**config.mk**
```make
export PLATFORM = sky130hd
export DESIGN_NAME = stack_op_sequencer
export DESIGN_NICKNAME = d
export VERILOG_FILES = /design/src/rtl/stack_op_sequencer.sv
export SDC_FILE = /design/constraint.sdc
export NUM_CORES = 1
export LEC_CHECK = 0
export ABC_AREA = 1
export BUFFER_PORTS_ARGS = -buffer_cell sky130_fd_sc_hd__buf_2
export CAP_MARGIN = 15
export CORE_UTILIZATION = 35
export CTS_CLUSTER_SIZE = 14
export DETAILED_ROUTE_END_ITERATION = 10
export GPL_TIMING_DRIVEN = 0
export PLACE_DENSITY = 0.55
export SLEW_MARGIN = 0
export SYNTH_ARGS = -nofsm -noshare
export SYNTH_HDL_FRONTEND = slang
export SYNTH_SLANG_ARGS = --single-unit
```
**constraint.sdc**
```tcl
create_clock -name clk -period 4.5 [get_ports clk]
set_input_delay 0.45 -clock clk [delete_from_list [all_inputs] [get_ports clk]]
set_output_delay 0.45 -clock clk [all_outputs]
set_load 0.005 [all_outputs]
```
**src/rtl/stack_op_sequencer.sv**
```systemverilog
// CALL/RET stack sequencer: pushes/pops a 2-byte PC over the shared data-memory port, then pulses branch.
// Optional depth guard enabled by defining STACK_GUARD_EN (default build: no guard, stack_err tied 0).
module stack_op_sequencer #(
    parameter int                PC_W        = 16,
    parameter int                ADDR_W      = 16,
    parameter logic [ADDR_W-1:0] STACK_TOP   = ADDR_W'(16'hFFFF),
    parameter int                STACK_DEPTH = 64
) (
    input  logic              clk,
    input  logic              reset_,
    input  logic              call_req,
    input  logic              ret_req,
    input  logic [PC_W-1:0]   ret_pc,
    input  logic [PC_W-1:0]   call_target,
    output logic              mem_req,
    output logic              mem_we,
    output logic [ADDR_W-1:0] mem_addr,
    output logic [7:0]        mem_wdata,
    input  logic [7:0]        mem_rdata,
    input  logic              mem_ack,
    output logic              branch,
    output logic [PC_W-1:0]   branch_target,
    output logic              busy,
    output logic [ADDR_W-1:0] sp,
    output logic              stack_err
);

    typedef enum logic [2:0] {
        IDLE, PUSH_HI, PUSH_LO, POP_LO, POP_HI, BRANCH, ERR
    } state_t;

    state_t            state, state_nxt;
    logic [ADDR_W-1:0] depth;
    logic [PC_W-1:0]   ret_pc_q;
    logic [PC_W-1:0]   tgt_q;
    logic [7:0]        lo_q;
    logic [15:0]       pc16;
    logic              call_blocked;
    logic              ret_blocked;

    assign pc16 = 16'(ret_pc_q);

`ifdef STACK_GUARD_EN
    localparam logic [ADDR_W-1:0] CALL_LIMIT = ADDR_W'(STACK_DEPTH - 2);
    assign call_blocked = depth > CALL_LIMIT;
    assign ret_blocked  = depth < ADDR_W'(2);
    assign stack_err    = (state == ERR);
`else
    assign call_blocked = 1'b0;
    assign ret_blocked  = 1'b0;
    assign stack_err    = 1'b0;
`endif

    always_ff @(posedge clk) begin
        if (!reset_) state <= IDLE;
        else         state <= state_nxt;
    end

    // SP and depth move once per acknowledged byte; wrap is modulo 2^ADDR_W.
    always_ff @(posedge clk) begin
        if (!reset_) begin
            sp    <= STACK_TOP;
            depth <= '0;
        end else if (mem_ack) begin
            case (state)
                PUSH_HI, PUSH_LO: begin
                    sp    <= sp - ADDR_W'(1);
                    depth <= depth + ADDR_W'(1);
                end
                POP_LO, POP_HI: begin
                    sp    <= sp + ADDR_W'(1);
                    depth <= depth - ADDR_W'(1);
                end
                default: ;
            endcase
        end
    end

    // Operand/target holding registers carry data only and need no reset.
    always_ff @(posedge clk) begin
        if (state == IDLE && call_req) begin
            ret_pc_q <= ret_pc;
            tgt_q    <= call_target;
        end
        if (state == POP_LO && mem_ack) lo_q <= mem_rdata;
        if (state == POP_HI && mem_ack) tgt_q <= PC_W'({mem_rdata, lo_q});
    end

    always_comb begin
        state_nxt = state;
        case (state)
            IDLE: begin
                if (call_req)     state_nxt = call_blocked ? ERR : PUSH_HI;
                else if (ret_req) state_nxt = ret_blocked  ? ERR : POP_LO;
            end
            PUSH_HI: if (mem_ack) state_nxt = PUSH_LO;
            PUSH_LO: if (mem_ack) state_nxt = BRANCH;
            POP_LO:  if (mem_ack) state_nxt = POP_HI;
            POP_HI:  if (mem_ack) state_nxt = BRANCH;
            BRANCH:  state_nxt = IDLE;
            default: state_nxt = state;
        endcase
    end

    // Outputs decode from state only, so they hold stable across wait cycles.
    always_comb begin
        mem_req       = 1'b0;
        mem_we        = 1'b0;
        mem_addr      = '0;
        mem_wdata     = '0;
        branch        = 1'b0;
        branch_target = '0;
        case (state)
            PUSH_HI: begin
                mem_req   = 1'b1;
                mem_we    = 1'b1;
                mem_addr  = sp;
                mem_wdata = pc16[15:8];
            end
            PUSH_LO: begin
                mem_req   = 1'b1;
                mem_we    = 1'b1;
                mem_addr  = sp;
                mem_wdata = pc16[7:0];
            end
            POP_LO, POP_HI: begin
                mem_req  = 1'b1;
                mem_addr = sp + ADDR_W'(1);
            end
            BRANCH: begin
                branch        = 1'b1;
                branch_target = tgt_q;
            end
            default: ;
        endcase
    end

    assign busy = (state != IDLE);

endmodule

```
==> results_dict.tcl, run 1 <==
set metrics [dict create \
    status "finished, final reports clean" \
    dp_cells 730 \
    viasPerCell 4.69 \
    synth_fp_nets 539 \
    hold_buffers 0 \
    p_per_area_mw_per_mm2 660 \
    worstHoldPathCells 1 \
    numCtsBuffers 9 \
    critPathBufInv 1 \
    insertedDiodeCount 0 \
    final_nets 656 \
    wire_per_inst_microns 13.3 \
    worst_pin_slew_ps 744 \
    drive_gt1_share_pct 25.6 \
    row_count 36 \
    cpMaxStageDelayCell "dfxtp_1" \
    syn-cell-area_sq_mm 0.00352 \
    fin_crit_sh_pct 57.5 \
    grtUsageMet1_pct 26.3 \
    htreeDepth 3 \
    synth.top_cells.by_count "166 x nand2_1, 61 x inv_1, 60 x nor2_1" \
    tns_ps 0 \
    fmax_mhz 387 \
    clock_latency_ps 350 \
    start_kind "flop" \
    grt-ovfl-total 0 \
    wirelength_microns 9950 \
    setup_viol 0 \
    arrival_ps 2140 \
    worstSetupPathType "flop to primary output" \
    post-dp-hpwl_microns 7320 \
    synthFlopType "edfxtp_1" \
    finalClockSkew_ps 12.8 \
    synth.most_common_cell "nand2_1" \
    maxSlewHeadroom_pct 50.1 \
    hold_violations 0 \
    yosys.area.top_type_share_pct 34.1 \
    ios 106 \
    grt_pass1_wl_microns 15800 \
    pre_cts_ws_ps 2210 \
    remaining_drc_errors 0 \
    cpPeakStageDelay_ps 470 \
    drt_pass1_iterations 4 \
    setup_ws_ps 1910 \
    p_leak_nw 2.26 \
    coreArea_sq_mm 0.00977 \
    ant_nets 0 \
    grt_use_met2_pct 31.6 \
    busiest_layer "met2" \
    synth.distinct_cells 36 \
    synth_seq_cells 59 \
    crit_cells 8 \
    ir_drop_mv 0.259 \
    syn_to_final_growth_pct 25.7 \
    portBuffers 104 \
    placed_area_sq_mm 0.00422 \
    critPathTopFamily "simple AND/OR/NAND/NOR gates" \
    die-area_sq_mm 0.0105 \
    clock_sinks 59 \
    finish.instance_area_sq_mm 0.00443 \
    finalWeightedCongestion 0.916 \
    rsz0062_at_grt "no" \
    antenna_found_initial 0 \
    cts.path.max_buffers 2 \
    cts_setup_buffers 0 \
    cap_violations 0 \
    clk_pin_slew_ps 80 \
    syn_avg_cell_area_sq_um 7.16 \
    syn_inst 492 \
    ys_warn_count 0 \
    worstPathCellList "ha_1 -> nand2_1 -> nor2_1 -> nand2_1 -> o21ai_0 -> nand3_1 -> o21ai_0 -> buf_2" \
    use_met3_pct 3.97 \
    multiInputGateArea_sq_mm 0.00158 \
    drtIter0Drc 300 \
    yosys-top-cells-area "edfxtp_1 34%, nand2_1 18%, dfxtp_1 11%" \
    ctsResizeCount 0 \
    hp-class "input pin to flop" \
    fin_util_pct 45.3 \
    path_max_fanout 8 \
    num_vias 3502 \
    seq_area_sq_mm 0.00158 \
    synth-edff-count 40 \
    die_y_microns 102 \
    grt_usage_pct 20.0 \
    synthArstFlopShare_pct 0 \
    maxSlewViolCount 0 \
    grt_max_degree 17 \
    cts_root_buf "clkbuf_8" \
    finalCriticalPeriod_ps 2590 \
    fp.dieW_microns 102 \
    grt_pass1_vias 3229 \
    start_util_pct 36.0 \
    final_cell_count_no_fill 747 \
    tritoncts "done" \
    reg2regPathDepth 8 \
    yosys.area.top_type "edfxtp_1" \
    endpoint_kind "primary output" \
    ys_seq_area_share_pct 44.9 \
    required_ps 4050 \
    n_fill_cell 1070 \
]
## area by class of cell
class / count / area share [%]
clock buffers: 9 / 2.80
flip-flops and latches: 59 / 35.7
clock inverters: 7 / 1.70
repair buffers: 106 / 12.2
inverters: 68 / 5.88
well taps: 133 / 3.76
multi-input cells: 346 / 35.6
plain buffers: 19 / 2.35
## where the power goes
part / internal (W) / total, W / switching, W
Sequential: 0.000747 / 0.000837 / 0.0000895
Clock: 0.000258 / 0.000502 / 0.000243
Combinational: 0.000565 / 0.00158 / 0.00102
Total: 0.00157 / 0.00292 / 0.00135
## layer usage
metal / share of wire (%) / vias up
met3: 6.0 / 18
met5: 0 / -
li1: - / 1804
met4: 1.9 / 0
met2: 45 / 119
met1: 47 / 1561
## layout by cell type (no fill, tap or decap), types with 2 or more instances in the layout
cell	n
buf_6	2
inv_4	2
dfxtp_1	19
edfxtp_1	40
inv_6	2
clkbuf_8	9
inv_1	61
a21oi_1	11
o21ai_1	4
nor2_1	60
clkinvlp_4	2
o21ai_0	28
clkbuf_2	2
nand4_1	6
nand3_1	35
nor3_1	3
inv_2	4
ha_1	2
nand2_1	166
clkinv_1	2
nand2_4	3
o22ai_1	9
nand3_4	2
o211ai_2	2
clkbuf_1	4
buf_4	4
xor2_1	2
buf_2	113
nor2_2	3
## final timing paths
path / start / to / slack (ps)
max: sp[0]$_SDFFE_PN1P_ / mem_addr[10] / 1910
min: ret_pc[15] / pc16[15]$_DFFE_PP_ / 270
max reg2reg: state[1]$_SDFFE_PN0P_ / tgt_q[15]$_DFFE_PP_ / 2270
min reg2reg: lo_q[6]$_DFFE_PP_ / tgt_q[6]$_DFFE_PP_ / 520
## worst register-to-register path, delay by kind of cell (launching register included)
kind / cells / cell delay (ps)
flops: 1 / 300
buf+inv: 4 / 750
simple gates: 3 / 460
compound gates: 1 / 420
## kinds of logic after synthesis
logic type / count (synthesis) / share of synthesized area [%]
AOI/OAI and AO/OA: 59 / 9.56
buffers and inverters: 87 / 10.3
other: 1 / 0.106
adders and majority gates: 2 / 0.710
xor gates and xnor gates: 2 / 0.497
and+or+nand+nor: 282 / 33.9
DFF: 59 / 44.9
## sequential cells by signal (all words and copies together) (netlist names)
signal / count
state: 3
sp: 16
tgt_q: 16
lo_q: 8
pc16: 16
## per-stage QoR
step	hold slack, ps	total power (W)
floorplan	494	0.00186
global placement	507	0.00240
detailed placement	503	0.00243
CTS	261	0.00293
global route	255	0.00320
finish	270	0.00292
Power figures use the tool's default switching activity.
==> run 2, diff against run 1 <==
- clock period: 4.5 -> 2.63 ns (I/O delays scaled with it)
==> results_dict.tcl, run 2 (synthesis results as in run 1) <==
set metrics [dict create \
    pre_cts_ws_ps 385 \
    hp-class "input pin to flop" \
    numCtsBuffers 9 \
    die-area_sq_mm 0.0105 \
    post-dp-hpwl_microns 7320 \
    grt_pass1_vias 3229 \
    final_nets 656 \
    drtIter0Drc 282 \
    cts_setup_buffers 0 \
    rsz0062_at_grt "no" \
    final_cell_mix "166 x nand2_1, 113 x buf_2, 61 x inv_1" \
    regToRegSetupSlack_ps 400 \
    clk_pin_slew_ps 80 \
    regToRegStartpoint "state[1]$_SDFFE_PN0P_" \
    clock_latency_ps 350 \
    status "finished, final reports clean" \
    mostFrequentLayoutCell "nand2_1" \
    p_leak_nw 2.26 \
    drt_pass1_iterations 5 \
    cap_violations 0 \
    start_util_pct 36.0 \
    worstHoldEndpoint "pc16[15]$_DFFE_PP_" \
    fin_util_pct 45.3 \
    p_per_area_mw_per_mm2 1130 \
    htreeDepth 3 \
    finalWeightedCongestion 0.916 \
    grt_usage_pct 20.0 \
    setup_ws_ps 286 \
    maxSlewHeadroom_pct 49.5 \
    ant_nets 0 \
    grt_pass1_wl_microns 15800 \
    fmax_mhz 427 \
    worstPathCellList "buf_4 -> clkinv_1 -> nand3_4 -> nand2_4 -> inv_4 -> clkbuf_1 -> o21ai_0 -> buf_2" \
    syn_to_final_growth_pct 25.8 \
    tritoncts "done" \
    cpMaxStageDelayCell "clkbuf_1" \
    portBuffers 104 \
    row_count 36 \
    internal_power_w 0.00269 \
    ir_drop_mv 0.441 \
    reg2regPathDepth 8 \
    n_fill_cell 1069 \
    arrival_ps 2080 \
    setup_viol 0 \
    fin_crit_sh_pct 89.1 \
    start_kind "flop" \
    final_cell_count_no_fill 747 \
    hold_ws_ps 87.3 \
    cpPeakStageDelay_ps 400 \
    p_sw_w 0.00231 \
    worstSetupPathType "flop to primary output" \
    antenna_found_initial 0 \
    switching_share_pct 46.2 \
    coreArea_sq_mm 0.00977 \
    grt-ovfl-total 0 \
    path_max_fanout 10 \
    p_seq_share_pct 28.6 \
    r2r-end "tgt_q[15]$_DFFE_PP_" \
    grt_max_degree 17 \
    viasPerCell 4.75 \
    worst_pin_slew_ps 753 \
    worstHoldPathCells 1 \
    min_from "ret_pc[15]" \
    wirelength_microns 9950 \
    dp_cells 730 \
    insertedDiodeCount 0 \
    ios 106 \
    required_ps 2370 \
    fp.dieW_microns 102 \
    remaining_drc_errors 0 \
    finalCriticalPeriod_ps 2340 \
    pwr-share-clk_pct 17.1 \
    power_frac_comb_pct 54.3 \
    die_y_microns 102 \
    cts.path.max_buffers 2 \
    hold_violations 0 \
    cts_root_buf "clkbuf_8" \
    clock_sinks 59 \
    maxSlewViolCount 0 \
    endpoint_kind "primary output" \
    finalClockSkew_ps 13.1 \
    wire_per_inst_microns 13.3 \
    drive_gt1_share_pct 25.7 \
    num_vias 3551 \
]
[run 2: what timing repair did]
action | 4_1_cts | 5_1_grt
gates resized for setup | 0 | 1
hold buffers | 0 | 0
endpoints found under the setup margin | 0 | 1
[run 2: final cells by class]
type                    instances  area, sq um  area share [%]
clock inverters                 7         75.1            1.69
clock buffers                   9          124            2.80
multi-input cells             346         1580            35.6
plain buffers                  19          104            2.34
inverters                      68          260            5.88
flip-flops and latches         59         1580            35.7
repair buffers                106          539            12.2
well taps                     133          166            3.76
[run 2: critical path: cells and delay by family, from the launching register on]
family	cells	cell delay [ps]
buffers and inverters	5	960
AOI/OAI and AO/OA	1	190
DFF	1	310
and+or+nand+nor	2	270
[run 2: layer usage]
metal	wire length, microns	part of all wire (%)	up-vias	track usage (%)
met5	0	0	-	0
met4	239	2.4	0	9.01
met3	578	5.8	24	3.97
met2	4450	45	135	31.6
met1	4680	47	1586	26.3
li1	-	-	1806	-
[run 2: power groups by stage]
stage                     combinational [W]  clock, W  sequential, W
after floorplan                     0.00175         0        0.00143
after global placement              0.00265         0        0.00145
after detailed placement            0.00270         0        0.00145
after CTS                           0.00271  0.000873        0.00143
after global routing                0.00310  0.000914        0.00146
final                               0.00272  0.000855        0.00143
[run 2: stage by stage]
stage / setup TNS [ps] / total power (W) / instance area (sq um)
after CTS: 0 / 0.00502 / 4420
after global placement: -2270 / 0.00411 / 4210
final: 0 / 0.00500 / 4430
after global routing: 0 / 0.00548 / 4430
after floorplan: 0 / 0.00318 / 3520
after detailed placement: 0 / 0.00415 / 4220
[run 2: how the worst max path moves through the flow]
stage,from,to,depth (start not counted)
2_1_floorplan,state[1]$_SDFFE_PN0P_,tgt_q[0]$_DFFE_PP_,4
3_3_place_gp,state[1]$_SDFFE_PN0P_,tgt_q[2]$_DFFE_PP_,4
3_5_place_dp,state[1]$_SDFFE_PN0P_,tgt_q[15]$_DFFE_PP_,8
4_1_cts,state[1]$_SDFFE_PN0P_,mem_addr[6],8
5_1_grt,sp[0]$_SDFFE_PN1P_,mem_addr[10],8
6_report,state[1]$_SDFFE_PN0P_,mem_addr[12],8
==> run 3, diff against run 2 <==
--- a/config.mk
+++ b/config.mk
@@ -10,2 +10,3 @@
 export CAP_MARGIN = 15
+export CORE_ASPECT_RATIO = 0.6
 export CORE_UTILIZATION = 35
==> constraint.sdc (replaced) <==
create_clock -name clk -period 2.8 [get_ports clk]
set_input_delay 0.28 -clock clk [delete_from_list [all_inputs] [get_ports clk]]
set_output_delay 0.28 -clock clk [all_outputs]
set_load 0.01 [all_outputs]
==> results_dict.tcl, run 3 (synthesis results as in run 1) <==
set metrics [dict create \
    use_met3_pct 5.71 \
    finalWeightedCongestion 0.918 \
    cts_setup_buffers 0 \
    grt_use_met2_pct 29.3 \
    cts.path.max_buffers 2 \
    power_frac_comb_pct 54.7 \
    die-area_sq_mm 0.0105 \
    rsz0062_at_grt "no" \
    p_seq_share_pct 26.3 \
    start_kind "flop" \
    wirelength_microns 10600 \
    insertedDiodeCount 0 \
    worstSetupPathType "flop to primary output" \
    die_y_microns 79.7 \
    row_count 27 \
    clock_latency_ps 320 \
    arrival_ps 2270 \
    p_per_area_mw_per_mm2 1140 \
    ant_nets 0 \
    tritoncts "done" \
    cap_violations 0 \
    grt_pass1_vias 3261 \
    hold_ws_ps 130 \
    finalCriticalPeriod_ps 2550 \
    fmax_mhz 392 \
    maxSlewViolCount 0 \
    mostFrequentLayoutCell "nand2_1" \
    tns_ps 0 \
    drtIter0Drc 339 \
    antenna_found_initial 0 \
    grt-ovfl-total 0 \
    syn_to_final_growth_pct 27.2 \
    worst_pin_slew_ps 852 \
    numCtsBuffers 9 \
    endpoint_kind "primary output" \
    clock_sinks 59 \
    viasPerCell 4.85 \
    fin_util_pct 47.4 \
    remaining_drc_errors 0 \
    clk_pin_slew_ps 50 \
    switching_share_pct 47.3 \
    num_vias 3598 \
    p_sw_w 0.00242 \
    coreArea_sq_mm 0.00946 \
    post-dp-hpwl_microns 7860 \
    final_nets 655 \
    status "finished, final reports clean" \
    wire_per_inst_microns 14.3 \
    hold_violations 0 \
    p_leak_nw 2.28 \
    ios 106 \
    portBuffers 104 \
    regToRegSetupSlack_ps 750 \
    grt_max_degree 17 \
    grt_usage_pct 21.1 \
    drive_gt1_share_pct 25.5 \
    internal_power_w 0.00270 \
    pwr-share-clk_pct 18.9 \
    cts_root_buf "clkbuf_16" \
    fp.dieW_microns 132 \
    htreeDepth 3 \
    hp-class "input pin to flop" \
    ir_drop_mv 0.465 \
    start_util_pct 37.2 \
    busiest_layer "met1" \
    required_ps 2520 \
    grt_pass1_wl_microns 16800 \
    final_cell_mix "166 x nand2_1, 113 x buf_2, 61 x inv_1" \
    fin_crit_sh_pct 91.1 \
    grtUsageMet1_pct 31.6 \
    setup_viol 0 \
    drt_pass1_iterations 6 \
    finalClockSkew_ps 6.86 \
    maxSlewHeadroom_pct 43.2 \
    path_max_fanout 8 \
]
run 3: cell count changes in the layout (fill, tap and decap cells not counted), sizes merged:
| cell | change |
|---|---|
| clkinvlp | +1 |
| inv | -2 |
| buf | -1 |
| clkbuf | +1 |
| bufinv | -1 |
run 3: routing by layer:
layer / vias to the layer above / part of all wire (%)
met5: - / 0
met2: 178 / 38
li1: 1807 / -
met4: 0 / 1.5
met1: 1594 / 50
met3: 19 / 11
run 3: final timing paths:
kind                              start                 end  depth (start not counted)
setup reg to reg  state[1]$_SDFFE_PN0P_  tgt_q[4]$_DFFE_PP_                          7
hold / removal               ret_pc[14]  pc16[14]$_DFFE_PP_                          1
setup / recovery     sp[0]$_SDFFE_PN1P_        mem_addr[10]                          8
hold reg to reg       lo_q[5]$_DFFE_PP_  tgt_q[5]$_DFFE_PP_                          2
run 3: area by class of cell:
type	count	area, sq um
clock buffers	10	229
flip-flops and latches	59	1580
plain buffers	19	104
clock inverters	5	31.3
inverters	68	260
fillers	967	4980
repair buffers	105	528
well taps	130	163
multi-input cells	346	1580
run 3: power groups by stage:
stage                     sequential, W  combinational, W  clock, W
final                           0.00135           0.00281  0.000970
after global routing            0.00137           0.00311   0.00103
after CTS                       0.00135           0.00276  0.000998
after detailed placement        0.00136           0.00274         0
after global placement          0.00136           0.00270         0
after floorplan                 0.00137           0.00177         0
run 3: worst max-delay path, stage by stage (launching register included):
cell     delay, ps
dfxtp_1        460
ha_1           210
nand2_1        130
nor2_2         360
nand2_1        190
o21ai_0        210
nand3_1        120
o21ai_0        110
buf_2          160
run 3: what timing repair did:
item                       in CTS  in global routing
resized for setup               0                  1
setup endpoints to repair       0                  1
hold buffers                    0                  0
run 3: per-stage QoR:
step                total power [W]  std cells  instance area [sq um]  worst slack (ps)
floorplan                   0.00314        492                   3520               521
global placement            0.00407        726                   4210             -96.7
detailed placement          0.00410        727                   4220               553
CTS                         0.00510        742                   4480               183
global route                0.00551        742                   4480              43.9
finish                      0.00513        742                   4480               250
